[src/rtl/wordcopy_pkg.sv]
// wordcopy_pkg: register map, FSM state type and MODE bit for the word-copy DMA
package wordcopy_pkg;
    localparam logic [3:0] REG_START    = 4'd0;
    localparam logic [3:0] REG_DST      = 4'd1;
    localparam logic [3:0] REG_SRC      = 4'd2;
    localparam logic [3:0] REG_COUNT    = 4'd3;
    localparam logic [3:0] REG_STRIDE   = 4'd4;
    localparam logic [3:0] REG_FILL     = 4'd5;
    localparam logic [3:0] REG_MODE     = 4'd6;
    localparam logic [3:0] REG_DONE_CNT = 4'd7;
    localparam int MODE_FILL_BIT = 0;
    typedef enum logic [1:0] {S_IDLE, S_RUN, S_DRAIN, S_DONE} state_t;
endpackage

[src/rtl/wordcopy_fifo.sv]
// wordcopy_fifo: synchronous read-data FIFO between master read responses and writes
// Ports: i_push/i_data enqueue, i_pop dequeues o_data (head, show-ahead), o_full/o_empty/o_count status.
module wordcopy_fifo #(
    parameter int DEPTH = 4,
    parameter int WIDTH = 32
) (
    input  logic                     clk,
    input  logic                     rst,
    input  logic                     i_push,
    input  logic [WIDTH-1:0]         i_data,
    input  logic                     i_pop,
    output logic [WIDTH-1:0]         o_data,
    output logic                     o_full,
    output logic                     o_empty,
    output logic [$clog2(DEPTH):0]   o_count
);
    localparam int AW = $clog2(DEPTH);
    logic [WIDTH-1:0] r_mem [DEPTH];
    logic [AW-1:0]    r_wp, r_rp;
    logic [AW:0]      r_cnt;
    logic             w_push, w_pop;
    assign o_count = r_cnt;
    assign o_empty = r_cnt == '0;
    assign o_full  = r_cnt == (AW+1)'(DEPTH);
    assign o_data  = r_mem[r_rp];
    assign w_pop   = i_pop && !o_empty;
    assign w_push  = i_push && (!o_full || w_pop);
    always_ff @(posedge clk) begin
        if (w_push) r_mem[r_wp] <= i_data;
    end
    always_ff @(posedge clk) begin
        if (rst) begin
            r_wp  <= '0;
            r_rp  <= '0;
            r_cnt <= '0;
        end else begin
            if (w_push) r_wp <= r_wp + AW'(1);
            if (w_pop) r_rp <= r_rp + AW'(1);
            r_cnt <= r_cnt + (AW+1)'(w_push) - (AW+1)'(w_pop);
        end
    end
    assert property (@(posedge clk) disable iff (rst) !(i_push && o_full && !i_pop));
endmodule

[src/rtl/wordcopy_dma.sv]
// wordcopy_dma: strided word copy / constant fill DMA with an Avalon-MM slave and pipelined Avalon-MM master
// Ports: slave_* is the CPU register port (start write stalls until done), master_* drives system memory
// with up to MAX_OUT outstanding in-order reads; clk/rst are the clock and synchronous active-high reset.
module wordcopy_dma
    import wordcopy_pkg::*;
#(
    parameter int DATA_W  = 32,
    parameter int ADDR_W  = 32,
    parameter int COUNT_W = 16,
    parameter int MAX_OUT = 4
) (
    input  logic              clk,
    input  logic              rst,
    input  logic [3:0]        slave_address,
    input  logic              slave_read,
    input  logic              slave_write,
    input  logic [DATA_W-1:0] slave_writedata,
    output logic [DATA_W-1:0] slave_readdata,
    output logic              slave_waitrequest,
    output logic [ADDR_W-1:0] master_address,
    output logic              master_read,
    output logic              master_write,
    output logic [DATA_W-1:0] master_writedata,
    input  logic [DATA_W-1:0] master_readdata,
    input  logic              master_readdatavalid,
    input  logic              master_waitrequest
);
    localparam int OW = $clog2(MAX_OUT) + 1;
    state_t            r_state;
    logic [ADDR_W-1:0] r_dst, r_src, r_stride, r_rd_ptr, r_wr_ptr;
    logic [COUNT_W-1:0] r_count, r_rd_cnt, r_wr_cnt, r_done_cnt;
    logic [DATA_W-1:0] r_fill, w_fdata, w_rdata;
    logic              r_fill_mode, r_done;
    logic [OW-1:0]     r_out, w_fcnt;
    logic [OW:0]       w_occ;
    logic              w_fempty, w_ffull, w_push, w_pop;
    logic              w_busy, w_active, w_start, w_rd_acc, w_wr_acc, w_free;
    logic              w_rd_ok, w_wr_ok, w_last, w_issued;
    assign w_busy   = r_state != S_IDLE;
    assign w_active = r_state == S_RUN || r_state == S_DRAIN;
    assign w_start  = r_state == S_IDLE && slave_write && slave_address == REG_START;
    assign slave_waitrequest = w_start || w_active;
    assign w_rd_acc = master_read && !master_waitrequest;
    assign w_wr_acc = master_write && !master_waitrequest;
    // A new request may be loaded when nothing is presented or the presented one is accepted now.
    assign w_free   = !(master_read || master_write) || !master_waitrequest;
    assign w_push   = w_active && master_readdatavalid;
    // Credit: reads in flight (including one accepted this cycle) plus buffered words.
    assign w_occ    = {1'b0, r_out} + {{OW{1'b0}}, w_rd_acc} + {1'b0, w_fcnt};
    assign w_wr_ok  = w_active && (r_fill_mode ? r_wr_cnt != r_count : !w_fempty);
    assign w_rd_ok  = w_active && !r_fill_mode && r_rd_cnt != r_count && w_occ < (OW+1)'(MAX_OUT);
    assign w_pop    = w_free && w_wr_ok && !r_fill_mode;
    assign w_last   = r_done_cnt + COUNT_W'(w_wr_acc) == r_count;
    assign w_issued = r_fill_mode ? r_wr_cnt == r_count : r_rd_cnt == r_count;
    wordcopy_fifo #(.DEPTH(MAX_OUT), .WIDTH(DATA_W)) u_fifo (
        .clk(clk), .rst(rst), .i_push(w_push), .i_data(master_readdata), .i_pop(w_pop),
        .o_data(w_fdata), .o_full(w_ffull), .o_empty(w_fempty), .o_count(w_fcnt)
    );
    assert property (@(posedge clk) disable iff (rst) !(w_push && w_ffull && !w_pop));
    always_comb begin
        w_rdata = '0;
        case (slave_address)
            REG_START:    w_rdata = DATA_W'({w_busy, r_done});
            REG_DST:      w_rdata = DATA_W'(r_dst);
            REG_SRC:      w_rdata = DATA_W'(r_src);
            REG_COUNT:    w_rdata = DATA_W'(r_count);
            REG_STRIDE:   w_rdata = DATA_W'(r_stride);
            REG_FILL:     w_rdata = r_fill;
            REG_MODE:     w_rdata = DATA_W'(r_fill_mode);
            REG_DONE_CNT: w_rdata = DATA_W'(r_done_cnt);
            default:      w_rdata = '0;
        endcase
    end
    always_ff @(posedge clk) begin
        if (rst) begin
            r_state          <= S_IDLE;
            r_dst            <= '0;
            r_src            <= '0;
            r_stride         <= '0;
            r_rd_ptr         <= '0;
            r_wr_ptr         <= '0;
            r_count          <= '0;
            r_rd_cnt         <= '0;
            r_wr_cnt         <= '0;
            r_done_cnt       <= '0;
            r_fill           <= '0;
            r_fill_mode      <= 1'b0;
            r_done           <= 1'b0;
            r_out            <= '0;
            slave_readdata   <= '0;
            master_address   <= '0;
            master_read      <= 1'b0;
            master_write     <= 1'b0;
            master_writedata <= '0;
        end else begin
            if (slave_read) slave_readdata <= w_rdata;
            if (r_state == S_IDLE && slave_write)
                case (slave_address)
                    REG_DST:    r_dst       <= ADDR_W'(slave_writedata);
                    REG_SRC:    r_src       <= ADDR_W'(slave_writedata);
                    REG_COUNT:  r_count     <= COUNT_W'(slave_writedata);
                    REG_STRIDE: r_stride    <= ADDR_W'(slave_writedata);
                    REG_FILL:   r_fill      <= slave_writedata;
                    REG_MODE:   r_fill_mode <= slave_writedata[MODE_FILL_BIT];
                    default: ;
                endcase
            // Requests are counted and pointers advanced at issue; issued requests are held until accepted.
            if (w_free) begin
                master_read  <= !w_wr_ok && w_rd_ok;
                master_write <= w_wr_ok;
                if (w_wr_ok) begin
                    master_address   <= r_wr_ptr;
                    master_writedata <= r_fill_mode ? r_fill : w_fdata;
                    r_wr_ptr         <= r_wr_ptr + ADDR_W'(4);
                    r_wr_cnt         <= r_wr_cnt + COUNT_W'(1);
                end else if (w_rd_ok) begin
                    master_address <= r_rd_ptr;
                    r_rd_ptr       <= r_rd_ptr + (r_stride << 2);
                    r_rd_cnt       <= r_rd_cnt + COUNT_W'(1);
                end
            end
            if (w_active) r_out <= r_out + OW'(w_rd_acc) - OW'(master_readdatavalid);
            if (w_wr_acc) r_done_cnt <= r_done_cnt + COUNT_W'(1);
            case (r_state)
                S_IDLE: if (w_start) begin
                    r_state    <= S_RUN;
                    r_rd_cnt   <= '0;
                    r_wr_cnt   <= '0;
                    r_done_cnt <= '0;
                    r_rd_ptr   <= r_src;
                    r_wr_ptr   <= r_dst;
                    r_done     <= 1'b0;
                end
                S_RUN:   r_state <= w_last ? S_DONE : w_issued ? S_DRAIN : S_RUN;
                S_DRAIN: if (w_last) r_state <= S_DONE;
                default: begin
                    r_state <= S_IDLE;
                    r_done  <= 1'b1;
                end
            endcase
        end
    end
endmodule

[config.mk]
export PLATFORM = sky130hd
export DESIGN_NAME = wordcopy_dma
export DESIGN_NICKNAME = d
export VERILOG_FILES = /design/src/rtl/wordcopy_pkg.sv /design/src/rtl/wordcopy_fifo.sv /design/src/rtl/wordcopy_dma.sv
export SDC_FILE = /design/constraint.sdc
export NUM_CORES = 1
export LEC_CHECK = 0
export CAP_MARGIN = 0
export CORE_UTILIZATION = 40
export CTS_BUF_LIST = sky130_fd_sc_hd__clkbuf_16
export DETAILED_ROUTE_END_ITERATION = 16
export SLEW_MARGIN = 15
export SYNTH_ARGS = -nofsm -noshare
export SYNTH_HDL_FRONTEND = slang
export SYNTH_SLANG_ARGS = --single-unit
[constraint.sdc]
create_clock -name clk -period 7.3 [get_ports clk]
set_input_delay 1.095 -clock clk [delete_from_list [all_inputs] [get_ports clk]]
set_output_delay 1.095 -clock clk [all_outputs]
set_load 0.02 [all_outputs]
==> results of run 1 <==
==> cell usage in the layout (no fill, tap or decap), types with 9 or more instances in the layout <==
master,Yosys,routed
mux4_2,32,32
a21oi_1,230,230
a211oi_1,48,48
buf_4,0,29
clkdlybuf4s50_1,0,170
and4_1,9,9
a22oi_1,49,49
xnor2_1,80,80
a22o_1,13,13
a311oi_1,61,61
xor2_1,72,72
a221oi_1,14,14
clkbuf_16,0,56
inv_1,26,39
ha_1,50,50
and3_1,23,22
clkinv_1,1,17
mux2i_1,54,54
nand3_1,38,37
nand4_1,30,30
nor3_1,38,37
edfxtp_1,128,128
nand2b_1,9,9
a21o_1,14,14
and2_1,14,14
o21ai_0,39,39
nand2_1,433,432
dfxtp_1,370,369
nor2_1,275,274
or3_1,12,12
==> registers in the layout, summed over array words and instances, names as in the netlist, 32 cells and up, named ones only <==
signal,count
u_fifo.r_mem,128
r_rd_ptr,32
r_stride,32
r_dst,32
master_address,32
r_fill,32
slave_readdata,32
r_wr_ptr,32
master_writedata,32
r_src,32
==> per-stage QoR <==
step	setup slack, ps	instances
6_report	2740	3321
3_3_place_gp	2800	3218
5_1_grt	2590	3321
2_1_floorplan	3810	2444
4_1_cts	2750	3318
3_5_place_dp	2690	3218
==> power by group <==
part | switching, mW | internal (mW)
clock network | 1.17 | 1.57
logic | 0.451 | 0.314
registers | 0.0966 | 2.95
==> cells by family after synthesis <==
kind of cell | Yosys count | share of synthesized area
AND/OR/NAND/NOR | 920 | 0.174
AO/OA/AOI/OAI | 521 | 0.148
flip-flops | 498 | 0.495
buffers and inverters | 210 | 0.0368
XOR/XNOR | 152 | 0.0585
multiplexers | 90 | 0.0574
adder cells (fa/ha/maj) | 53 | 0.0302
==> worst paths after layout <==
path | start | end | slack (ps) | cells after the start
worst min-delay path | r_rd_ptr[0]$_SDFFE_PP0P_ | r_rd_ptr[0]$_SDFFE_PP0P_ | 450 | 2
worst max register to register | r_state[1]$_SDFFE_PP0P_ | u_fifo.o_count[2]$_SDFF_PP0_ | 3080 | 13
worst min register to register | r_rd_ptr[0]$_SDFFE_PP0P_ | r_rd_ptr[0]$_SDFFE_PP0P_ | 450 | 2
worst max-delay path | slave_address[0] | slave_waitrequest | 2740 | 5
==> worst reg2reg max path: cells and delay by family, from the launching register on <==
| kind | cells | cell delay [ps] |
|---|---|---|
| AO/OA/AOI/OAI | 3 | 780 |
| XOR/XNOR | 1 | 170 |
| adder cells (fa/ha/maj) | 3 | 1160 |
| buffers and inverters | 3 | 680 |
| flip-flops | 1 | 400 |
| AND/OR/NAND/NOR | 3 | 900 |
==> layout make-up <==
| cell class | count | area share |
|---|---|---|
| Multi-Input combinational cell | 1736 | 0.400 |
| Timing Repair Buffer | 201 | 0.0726 |
| Clock buffer | 56 | 0.0524 |
| Tap cell | 756 | 0.0354 |
| Sequential cell | 498 | 0.421 |
| Inverter | 27 | 0.00379 |
| Antenna cell | 3 | 0.000281 |
| Clock inverter | 44 | 0.0145 |
==> layer usage <==
metal  wire [µm]  up-vias  global-route usage
met4        2250        8              0.0942
met2       30400      699               0.354
met5          56        -                   0
met3        5220      132              0.0396
met1       31700     8846               0.345
li1            -     8798                   -
==> results.yml, run 1 <==
sta:
  fin_crit_sh: 0.624
  setup-tns-final_ps: 0
  skew_ps: 59.7
  rsz0062_at_grt: "false"
  slew_violations: 0
  max_freq_mhz: 219
  period_minus_slack_ps: 4560
  worst_pin_slew_ps: 1170
  hold_ws_ps: 454
  hold_viol: 0
  setup_violations: 0
  slew_headroom: 0.217
clocking:
  ctsHoldBuffers: 0
  cts_setup_buffers: 0
  clock-root-buffer: "clkbuf_16"
  cts_htree_levels: 2
  clk_pin_slew_ps: 60
  cts.path.max_buffers: 3
  clock-sinks: 498
  cts_resized: 0
  cts_tree: "built"
  numCtsBuffers: 54
  clk_latency_ps: 660
cells_and_area:
  multi_input_area_mm2: 0.0107
  areaGrowthSynthToFinish_pct: 17.5
  finalInstanceArea_mm2: 0.0267
  fillCellCount: 5303
  fin_nets: 2645
  layout-drive-gt1-share: 0.0625
  register_area_mm2: 0.0113
  post-route-util: 0.475
floorplan:
  io_pins: 173
  die_w_um: 240
  die_area_mm2: 0.0578
  rows: 87
  coreArea_mm2: 0.0563
  initial_core_util: 0.404
  die_h_um: 240
route:
  drc: 0
  drtIter0Drc: 1596
  vias: 18500
  antenna_left: 0
  wirelength_um: 69600
  drt_first_pass_iters: 7
  vias_per_cell: 5.57
  wl_per_cell_um: 21.0
setup_path:
  crit_fanout: 27
  worst_path_largest_cell_delay_ps: 770
  cp.arrival_ps: 3460
  cp.required_ps: 6200
  slowest_stage: "clkdlybuf4s50_1"
  crit_top_cell: "clkdlybuf4s50_1"
  critPathLaunchType: "input pin"
  critPathKind: "in -> out"
  endpoint_kind: "primary output"
  path_cells: "clkdlybuf4s50_1 > nor2_1 > nand3_4 > nand2b_1 > clkdlybuf4s50_1"
  critPathBufInv: 2
  path_delay_family: "buffers and inverters"
pwr:
  powerDensity_mw_per_mm2: 245
  total_power_mw: 6.54
  ir_worst_vdd_mv: 0.224
  p_leak_nw: 9.14
global_route:
  grt_pass1_wl_um: 105000
  grt_max_degree: 113
  groute.usage.overall: 0.239
  antenna_found_initial: 7
  grt_pass1_vias: 17300
  grt.overflow.total: 0
flow_run:
  cap_violations: 0
yosys:
  ys_types: 68
  async_flop_share: 0
  ys_top_cells_by_count: "433 x nand2_1, 370 x dfxtp_1, 275 x nor2_1"
  synth_seq_cells: 498
  synth_edf_count: 128
  syn_avg_cell_area_um2: 9.30
  netlist.area_leader.share: 0.326
  synth_top_cell_by_area: "dfxtp_1"
  yosysMostFrequentCell: "nand2_1"
  yosys-top-cells-area: "dfxtp_1 33%, edfxtp_1 17%, nand2_1 7.1%, a21oi_1 5.1%, nor2_1 4.5%"
  synthCells: 2444
  ys_seq_area_frac: 0.495
  synth_area_mm2: 0.0227
  synth_warnings: 0
  ys.flop_type: "dfxtp_1"
  synthesis.nets: 2571
placed_design:
  io_buffers: 172
  gp_congestion: 0.939
  placed_area_mm2: 0.0249
  hpwl_um: 47400
worst_hold_path:
  hold_class: "reg -> reg"
outcome:
  status: "finished, final reports clean"
(Power assumes the default switching activity.)
==> run 2, diff against run 1 <==
Clock period 7.3 ns to 4.6 ns, I/O delays scaled along.
==> results.yml, run 2 (synthesis gave the netlist of run 1 again) <==
route:
  drc: 0
  antenna_left: 0
  drt_first_pass_iters: 5
  wl_per_cell_um: 21.1
  drtIter0Drc: 1522
  wirelength_um: 70400
  vias: 18700
  vias_per_cell: 5.62
sta:
  hold_viol: 0
  setup_violations: 0
  skew_ps: 24.8
  final.setup.worst_slack_ps: 976
  period_minus_slack_ps: 3620
  fin_crit_sh: 0.788
  rsz0062_at_grt: "false"
  setup-tns-final_ps: 0
  slew_headroom: 0.274
  max_freq_mhz: 276
  worst_pin_slew_ps: 1090
  slew_violations: 0
global_route:
  grt_pass1_vias: 17600
  antenna_found_initial: 2
  grt_max_degree: 192
  groute.usage.overall: 0.242
  grt_pass1_wl_um: 107000
  grt.overflow.total: 0
cells_and_area:
  layout.cells.most_common_list: "433 x nand2_1, 369 x dfxtp_1, 274 x nor2_1, 230 x a21oi_1, 170 x clkdlybuf4s50_1"
  largest_reg_flops: 128
  fin_nets: 2654
  areaGrowthSynthToFinish_pct: 18.2
  top_register: "u_fifo.r_mem"
  diodes: 0
  fillCellCount: 5274
  layout-drive-gt1-share: 0.0723
  layout_commonest_cell: "nand2_1"
setup_path:
  path_delay_family: "compound AO/OA/AOI/OAI gates"
  crit_fanout: 6
  critPathLaunchType: "register"
  slowest_stage: "a311oi_2"
  critPathKind: "reg -> reg"
  path_cells: "ha_1 > fa_1 > a21o_1 > a21oi_1 > o211ai_1 > a311oi_2 > o21ai_1 > a31oi_2 > o21ai_0 > or3_1 > a31oi_1"
  critPathBufInv: 0
  cp.arrival_ps: 4180
  cp.required_ps: 5160
  worst_path_largest_cell_delay_ps: 490
  endpoint_kind: "register"
placed_design:
  pre_cts_ws_ps: 507
  io_buffers: 172
  hpwl_um: 48300
  gp_congestion: 0.910
floorplan:
  die_w_um: 240
  coreArea_mm2: 0.0563
  die_h_um: 240
  io_pins: 173
  rows: 87
  die_area_mm2: 0.0578
  initial_core_util: 0.404
clocking:
  cts.path.max_buffers: 3
  cts_htree_levels: 2
  cts_tree: "built"
  numCtsBuffers: 54
  ctsHoldBuffers: 0
  clk_pin_slew_ps: 70
  clock-sinks: 498
  cts_resized: 0
  clk_latency_ps: 630
  cts_setup_buffers: 0
  clock-root-buffer: "clkbuf_16"
flow_run:
  cap_violations: 0
outcome:
  status: "finished, final reports clean"
pwr:
  p_leak_nw: 9.20
  powerDensity_mw_per_mm2: 392
  ir_worst_vdd_mv: 0.434
worst_hold_path:
  hold_class: "reg -> reg"
[run 2: final cells by class]
class,instances,area (µm²),area share
clock buffers,56,1400,0.0521
inverters,27,101,0.00377
flip-flops and latches,498,11300,0.418
multi-input cells,1736,10700,0.398
well taps,756,946,0.0352
repair buffers,210,2060,0.0765
clock inverters,46,440,0.0164
[run 2: worst register-to-register path, stage by stage, from the launching register on]
cell and delay, ps:
dfxtp_1 360, ha_1 250, fa_1 420, a21o_1 180, a21oi_1 260, o211ai_1 210, a311oi_2 500, o21ai_1 220
a31oi_2 450, o21ai_0 190, or3_1 370, a31oi_1 160
[run 2: routing by layer]
metal	part of all wire	track usage	vias to the layer above
met5	0.00037	0	-
met4	0.028	0.0743	4
met3	0.073	0.0436	124
met2	0.45	0.375	684
met1	0.45	0.340	9097
li1	-	-	8785
[run 2: per-stage QoR]
step | utilization | area (µm²) | total power [mW] | cells | hold WS, ps
2_1_floorplan | - | 22700 | 5.65 | 2444 | 436
3_3_place_gp | 0.445 | 25000 | 6.11 | 3227 | 443
3_5_place_dp | 0.445 | 25000 | 6.14 | 3227 | 448
4_1_cts | 0.478 | 26900 | 10.6 | 3329 | 457
5_1_grt | 0.478 | 26900 | 10.9 | 3329 | 486
6_report | 0.478 | 26900 | 10.5 | 3329 | 454
[run 2: path summary, 6_finish.rpt]
kind	slack [ps]	cells after the start	end	startpoint
setup / recovery	980	11	r_rd_ptr[26]$_SDFF_PP0_	r_stride[0]$_SDFFE_PP0P_
hold / removal	450	2	r_wr_ptr[1]$_SDFFE_PP0P_	r_wr_ptr[1]$_SDFFE_PP0P_
setup reg to reg	980	11	r_rd_ptr[26]$_SDFF_PP0_	r_stride[0]$_SDFFE_PP0P_
hold reg to reg	450	2	r_wr_ptr[1]$_SDFFE_PP0P_	r_wr_ptr[1]$_SDFFE_PP0P_
[run 2: where the power goes]
part | leakage, nW | switching, mW | internal, mW | total, mW
registers | 4.14 | 0.163 | 4.67 | 4.84
clock network | 0.915 | 1.92 | 2.57 | 4.50
logic | 4.14 | 0.710 | 0.506 | 1.22
==> run 3, diff against run 2 <==
Clock period 4.6 ns to 3.5 ns, I/O delays scaled along.
==> results.yml, run 3 (synthesis gave the netlist of run 1 again) <==
floorplan:
  initial_core_util: 0.404
  io_pins: 173
  die_area_mm2: 0.0578
  die_h_um: 240
  coreArea_mm2: 0.0563
  die_w_um: 240
  rows: 87
route:
  drc: 0
  vias: 18700
  wl_per_cell_um: 21.0
  drt_first_pass_iters: 5
  wirelength_um: 70500
  antenna_left: 0
  drtIter0Drc: 1796
  vias_per_cell: 5.55
clocking:
  clock-root-buffer: "clkbuf_16"
  cts_htree_levels: 2
  ctsHoldBuffers: 0
  cts_tree: "built"
  clk_latency_ps: 630
  cts_resized: 0
  cts.path.max_buffers: 3
  numCtsBuffers: 53
  clk_pin_slew_ps: 60
  cts_setup_buffers: 0
  clock-sinks: 498
sta:
  max_freq_mhz: 311
  final.setup.worst_slack_ps: 286
  hold_viol: 0
  skew_ps: 32.1
  rsz0062_at_grt: "false"
  slew_violations: 0
  period_minus_slack_ps: 3210
  hold_ws_ps: 329
  slew_headroom: 0.426
  fin_crit_sh: 0.918
  setup_violations: 0
  setup-tns-final_ps: 0
  worst_pin_slew_ps: 861
global_route:
  grt_pass1_wl_um: 106000
  grt_max_degree: 167
  grt_pass1_vias: 17600
  grt.overflow.total: 0
  antenna_found_initial: 3
  groute.usage.overall: 0.242
pwr:
  powerDensity_mw_per_mm2: 510
  p_leak_nw: 9.43
  ir_worst_vdd_mv: 0.465
  total_power_mw: 13.9
setup_path:
  cp.required_ps: 4060
  crit_fanout: 4
  path_delay_family: "compound AO/OA/AOI/OAI gates"
  critPathBufInv: 0
  critPathKind: "reg -> reg"
  slowest_stage: "a311oi_2"
  path_cells: "ha_1 > fa_1 > a21o_1 > a21oi_1 > o211ai_1 > a311oi_2 > o21ai_1 > a31oi_2 > o21ai_0 > or3_1 > a31oi_1"
  critPathLaunchType: "register"
  endpoint_kind: "register"
  cp.arrival_ps: 3770
  worst_path_largest_cell_delay_ps: 470
placed_design:
  gp_congestion: 0.942
  io_buffers: 172
  dp.cells: 3268
  pre_cts_ws_ps: 132
  hpwl_um: 49100
cells_and_area:
  areaGrowthSynthToFinish_pct: 19.8
  fin_nets: 2694
  layout.cells.most_common_list: "433 x nand2_1, 369 x dfxtp_1, 274 x nor2_1, 230 x a21oi_1, 170 x clkdlybuf4s50_1"
  top_register: "u_fifo.r_mem"
  layout-drive-gt1-share: 0.0831
  diodes: 0
  largest_reg_flops: 128
  final_cells: 3366
  layout_commonest_cell: "nand2_1"
flow_run:
  cap_violations: 0
worst_hold_path:
  hold_class: "in -> reg"
outcome:
  status: "finished, final reports clean"
run 3: cell count changes in the layout (fill, tap and decap cells not counted), sizes merged:
| cell | delta |
|---|---|
| clkbuf | -3 |
| clkinvlp | -1 |
| clkinv | -3 |
| bufinv | +3 |
| buf | +41 |
run 3: routing by layer:
metal  wire [µm]  global-route usage  vias to the layer above
li1            -                   -                     8884
met1       31800               0.342                     8978
met2       31100               0.370                      698
met3        5520              0.0431                      116
met4        2140              0.0816                        6
met5          45                   0                        -
run 3: worst register-to-register path: stages (launching register included):
cell,delay (ps)
dfxtp_1,360
ha_1,250
fa_1,410
a21o_1,170
a21oi_1,200
o211ai_1,170
a311oi_2,470
o21ai_1,200
a31oi_2,260
o21ai_0,140
or3_1,370
a31oi_1,150
run 3: path summary, 6_finish.rpt:
kind,startpoint,end,slack [ps],cells after the start
worst max register to register,r_stride[0]$_SDFFE_PP0P_,r_rd_ptr[26]$_SDFF_PP0_,290,11
worst min-delay path,rst,r_count[0]$_SDFFE_PP0P_,330,2
worst max-delay path,r_stride[0]$_SDFFE_PP0P_,r_rd_ptr[26]$_SDFF_PP0_,290,11
worst min register to register,r_rd_ptr[1]$_SDFFE_PP0P_,r_rd_ptr[1]$_SDFFE_PP0P_,460,2
run 3: final cells by class:
cell class,count,area [µm²]
Fill cell,5207,29000
Sequential cell,498,11300
Multi-Input combinational cell,1736,10700
Timing Repair Buffer,251,2430
Clock buffer,53,1330
Tap cell,756,946
Clock inverter,45,492
Inverter,27,101
run 3: through the flow:
| step | area [µm²] | util |
|---|---|---|
| 6_report | 27200 | 0.484 |
| 3_3_place_gp | 25400 | 0.452 |
| 3_5_place_dp | 25400 | 0.452 |
| 4_1_cts | 27200 | 0.484 |
| 2_1_floorplan | 22700 | - |
| 5_1_grt | 27200 | 0.484 |
run 3: where the power goes:
group          switching (mW)  internal, mW
Combinational           0.949         0.713
Sequential              0.216          6.14
Clock                    2.44          3.43
